--- src/rtl/spsram32_arbiter.sv ---
// Two-port arbiter in front of a single-port 32-bit SRAM: port A is a read-only
// instruction port, port B a read/write data port. Each transaction is issue + response.
module spsram32_arbiter #(
    parameter int unsigned RR = 1
) (
    input  logic        clk,
    input  logic        rst,
    input  logic [31:0] a_adr,
    input  logic        a_stb,
    output logic        a_ack,
    output logic [31:0] a_rdat,
    input  logic [31:0] b_adr,
    input  logic [31:0] b_dat,
    input  logic [3:0]  b_sel,
    input  logic        b_we,
    input  logic        b_stb,
    output logic        b_ack,
    output logic [31:0] b_rdat,
    output logic [31:0] mem_addr,
    output logic [31:0] mem_wdata,
    input  logic [31:0] mem_rdata,
    output logic        mem_en,
    output logic        mem_wr_en,
    output logic [3:0]  mem_wr_mask
);
    typedef enum logic [1:0] {IDLE, BUSY_A, BUSY_B} state_t;

    typedef struct packed {
        logic        en;
        logic        wr_en;
        logic [3:0]  mask;
        logic [31:0] addr;
        logic [31:0] wdata;
    } mem_req_t;

    state_t   state, state_nx;
    logic     last_grant_b;
    logic     grant_a, grant_b;
    mem_req_t req;

    always_ff @(posedge clk or posedge rst) begin
        if (rst) begin
            state        <= IDLE;
            last_grant_b <= 1'b1;
        end else begin
            state <= state_nx;
            if (grant_a)
                last_grant_b <= 1'b0;
            else if (grant_b)
                last_grant_b <= 1'b1;
        end
    end

    // Grant is combinational from stb in IDLE, so reset must mask it explicitly.
    always_comb begin
        state_nx = state;
        grant_a  = 1'b0;
        grant_b  = 1'b0;
        req      = '0;
        a_ack    = 1'b0;
        b_ack    = 1'b0;
        a_rdat   = '0;
        b_rdat   = '0;
        if (!rst) begin
            case (state)
                IDLE: begin
                    if (a_stb && b_stb) begin
                        if (RR != 0) begin
                            grant_a = last_grant_b;
                            grant_b = ~last_grant_b;
                        end else begin
                            grant_b = 1'b1;
                        end
                    end else begin
                        grant_a = a_stb;
                        grant_b = b_stb;
                    end
                    if (grant_a) begin
                        state_nx = BUSY_A;
                        req.en   = 1'b1;
                        req.addr = a_adr;
                    end else if (grant_b) begin
                        state_nx  = BUSY_B;
                        req.en    = 1'b1;
                        req.addr  = b_adr;
                        req.wdata = b_dat;
                        req.wr_en = b_we;
                        req.mask  = b_we ? b_sel : 4'h0;
                    end
                end
                BUSY_A: begin
                    a_ack    = 1'b1;
                    a_rdat   = mem_rdata;
                    state_nx = IDLE;
                end
                BUSY_B: begin
                    b_ack    = 1'b1;
                    b_rdat   = mem_rdata;
                    state_nx = IDLE;
                end
                default: state_nx = IDLE;
            endcase
        end
    end

    assign mem_en      = req.en;
    assign mem_wr_en   = req.wr_en;
    assign mem_wr_mask = req.mask;
    assign mem_addr    = req.addr;
    assign mem_wdata   = req.wdata;
endmodule

--- config.mk ---
export PLATFORM = sky130hd
export DESIGN_NAME = spsram32_arbiter
export DESIGN_NICKNAME = d
export VERILOG_FILES = /design/src/rtl/spsram32_arbiter.sv
export SDC_FILE = /design/constraint.sdc
export NUM_CORES = 1
export LEC_CHECK = 0
export CAP_MARGIN = 20
export CORE_AREA = 4 4 103 105
export CTS_CLUSTER_DIAMETER = 30
export DETAILED_ROUTE_END_ITERATION = 8
export DIE_AREA = 0 0 107 109
export SYNTH_ARGS = -nofsm -noshare
export SYNTH_HDL_FRONTEND = slang
export SYNTH_SLANG_ARGS = --single-unit
--- constraint.sdc ---
create_clock -name clk -period 2.4 [get_ports clk]
set_input_delay 0.48 -clock clk [delete_from_list [all_inputs] [get_ports clk]]
set_output_delay 0.48 -clock clk [all_outputs]
set_load 0.02 [all_outputs]
==> qor.yml <==
drt:
  first_pass_iters: 4
  drtIter0Drc: 87
  wl_per_cell_um: 15.4
  drt_wl_total_um: 8940
  route.vias.total: 2296
  via_per_inst: 3.97
  drc_errors: 0
  ant_nets: 0
cts:
  cts_tree: "yes"
  clk_path_buf_depth: 2
  clk_latency_ns: 0.22
  cts-buffers-inserted: 3
  path_clk_slew_ns: 0.03
  cts_root_buf: "clkbuf_8"
  cts.sinks: 3
  ctsHtreeMaxLevel: 1
  cts-hold-fix-buffers: 0
finish:
  drive_gt1_frac: 0.220
  syn_to_final_growth_pct: 233
  diodes: 0
  nets: 584
  finish.instance_area_um2: 3980
pwr:
  power_switching_w: 0.000606
  intPower_w: 0.000811
  power_leakage_nw: 2.11
  power_frac_clock: 0.103
  pwr-share-comb: 0.833
  vdd_drop_max_mv: 0.269
  seqPwrFrac: 0.063
  power_w: 0.00142
  swShare: 0.428
  power_density_nw_per_um2: 356
worst_setup_path:
  cp-startpoint: "rst"
  slowest_delay_ns: 0.29
  worstReg2RegStart: "last_grant_b"
  cp-start-kind: "primary input"
  crit_buf_inv: 4
  critPathRequiredTime_ns: 1.92
  critPathMaxFanout: 6
  worstPathCellList: "dlygate4sd2_1 > nor3_2 > and3_4 > buf_12 > buf_16 > and2_1 > clkdlybuf4s15_1"
  worst_path_max_delay_cell: "clkdlybuf4s15_1"
  r2r_setup_slack_ns: 1.05
  cpLargestDelayFamily: "buffers and inverters"
  cp-end-kind: "primary output"
  arrival_ns: 1.84
  path_class: "primary input to primary output"
synthesis:
  async_reset_ff_frac: 1.00
  synthXorXnorAreaFrac: 0
  avgSynthCellArea_um2: 7.16
  synthAdderAreaFrac: 0
  syn_area_um2: 1200
  syn_nets: 304
  yosys.area_share.simple: 0.568
  synth_edf_count: 0
  yosysTopAreaCellShare: 0.507
  yosysWarnings: 0
  synth_top_family_by_area: "simple AND/OR/NAND/NOR gates"
  synth.area.top_cells: "and2_1 51%, a22o_1 23%, dfrtp_1 4.2%"
  synth-compound-area-share: 0.263
  ys_top_cells_by_count: "97 x and2_1, 32 x a22o_1, 6 x and3_1"
  synth-seq-cells: 3
  yosysSeqAreaShare: 0.0638
  synthFlopType: "dfrtp_1"
  synthMuxAreaShare: 0
  synthDistinctLibCells: 19
  synth_top_cell_by_area: "and2_1"
  synth_most_common_cell: "and2_1"
  syn_inst: 167
global_routing:
  grt_pass1_wl_um: 12600
  grt_max_degree: 33
  grt_pass1_vias: 2387
  overflow: 0
  grt_usage: 0.136
  antenna_found_initial: 0
placed_design:
  gp_congestion: 0.743
  portBuffers: 272
  dp_slack_ns: -0.504
  detailed_place_hpwl_um: 7160
  place_area_um2: 4110
worst_hold_path:
  hold_class: "primary input to async pin"
floorplan:
  initial_core_util: 0.124
  rows: 36
  die_w_um: 107
  boundaryPins: 273
  core_region_area_um2: 9640
  die_height_um: 109
  dieArea_um2: 11700
timing:
  max_slew.worst_pin.slew_ns: 0.265
  clock.fmax_mhz: 431
  rsz0062_at_grt: "no"
  min_period_ns: 2.32
  hold_slack_ns: 0.456
  slew_violations: 0
  final-hold-violation-count: 0
  setup_tns_ns: 0
  period_share: 0.966
  slew_headroom: 0.824
  worst_clock_skew_ns: 0.00381
  setup_violations: 0
  worst_slack_ns: 0.0816
job:
  drv_cap: 0
status:
  status: "finished, final reports clean"
[metrics by stage]
| step | cells | utilization |
|---|---|---|
| 2_1_floorplan | 167 | - |
| 3_3_place_gp | 565 | 0.426 |
| 3_5_place_dp | 565 | 0.426 |
| 4_1_cts | 578 | 0.449 |
| 5_1_grt | 579 | 0.413 |
| 6_report | 579 | 0.413 |
[cells in the final DEF, fill, tap and decap left out, drive strengths merged, types with 2 or more instances in the layout]
cell type,n
clkdlybuf4s15,10
and2,97
a22o,32
dlygate4sd2,66
dfrtp,2
buf,77
nor3b,2
and3,6
clkbuf,10
a21o,2
clkdlybuf4s50,133
[path summary, 6_finish.rpt]
kind                                       to  depth (start not counted)
worst max register to register       state[1]                          5
worst min-delay path                 state[0]                          3
max in group asynchronous        last_grant_b                          3
worst min register to register   last_grant_b                          2
min in group clk                 last_grant_b                          2
worst max-delay path            mem_wdata[29]                          7
[area by class of cell]
type	count	area, um2
flip-flops and latches	3	76.3
multi-input cells	145	1020
fillers	1054	5660
well taps	133	166
repair buffers	293	2670
clock buffers	4	45.0
inverters	1	3.75
[routing by layer]
metal | share of wire | global-route usage
met1 | 0.38 | 0.154
met2 | 0.49 | 0.241
met3 | 0.12 | 0.0604
met4 | 0.0057 | 0.0210
met5 | 0 | 0
[registers in the layout, summed over array words and instances, names as in the netlist]
signal	flops
state	2
last_grant_b	1
[cells by family after synthesis]
family / after synthesis
AND/OR/NAND/NOR: 108
buffers and inverters: 19
flip-flops: 3
AO/OA/AOI/OAI: 37
[what timing repair did]
action / CTS / global route
pin swaps: 2 / 1
cloned: 4 / 1
setup buffers: 5 / 0
setup endpoints to repair: 136 / 71
resized for setup: 280 / 66
[power by group through the flow]
stage | combinational [W] | sequential (W) | clock, W
2_1_floorplan | 0.000551 | 0.0000858 | 0
3_3_place_gp | 0.00123 | 0.0000870 | 0
3_5_place_dp | 0.00124 | 0.0000891 | 0
4_1_cts | 0.00125 | 0.0000898 | 0.000152
5_1_grt | 0.00126 | 0.0000917 | 0.000159
6_report | 0.00118 | 0.0000899 | 0.000146
[worst reg2reg max path: stages (launching register included)]
cell and delay, ns:
dfstp_2 0.54, nand2_1 0.06, and3_4 0.20, buf_12 0.14, buf_12 0.14, a21o_1 0.16
Note: power is estimated with default switching activity, not from simulation.
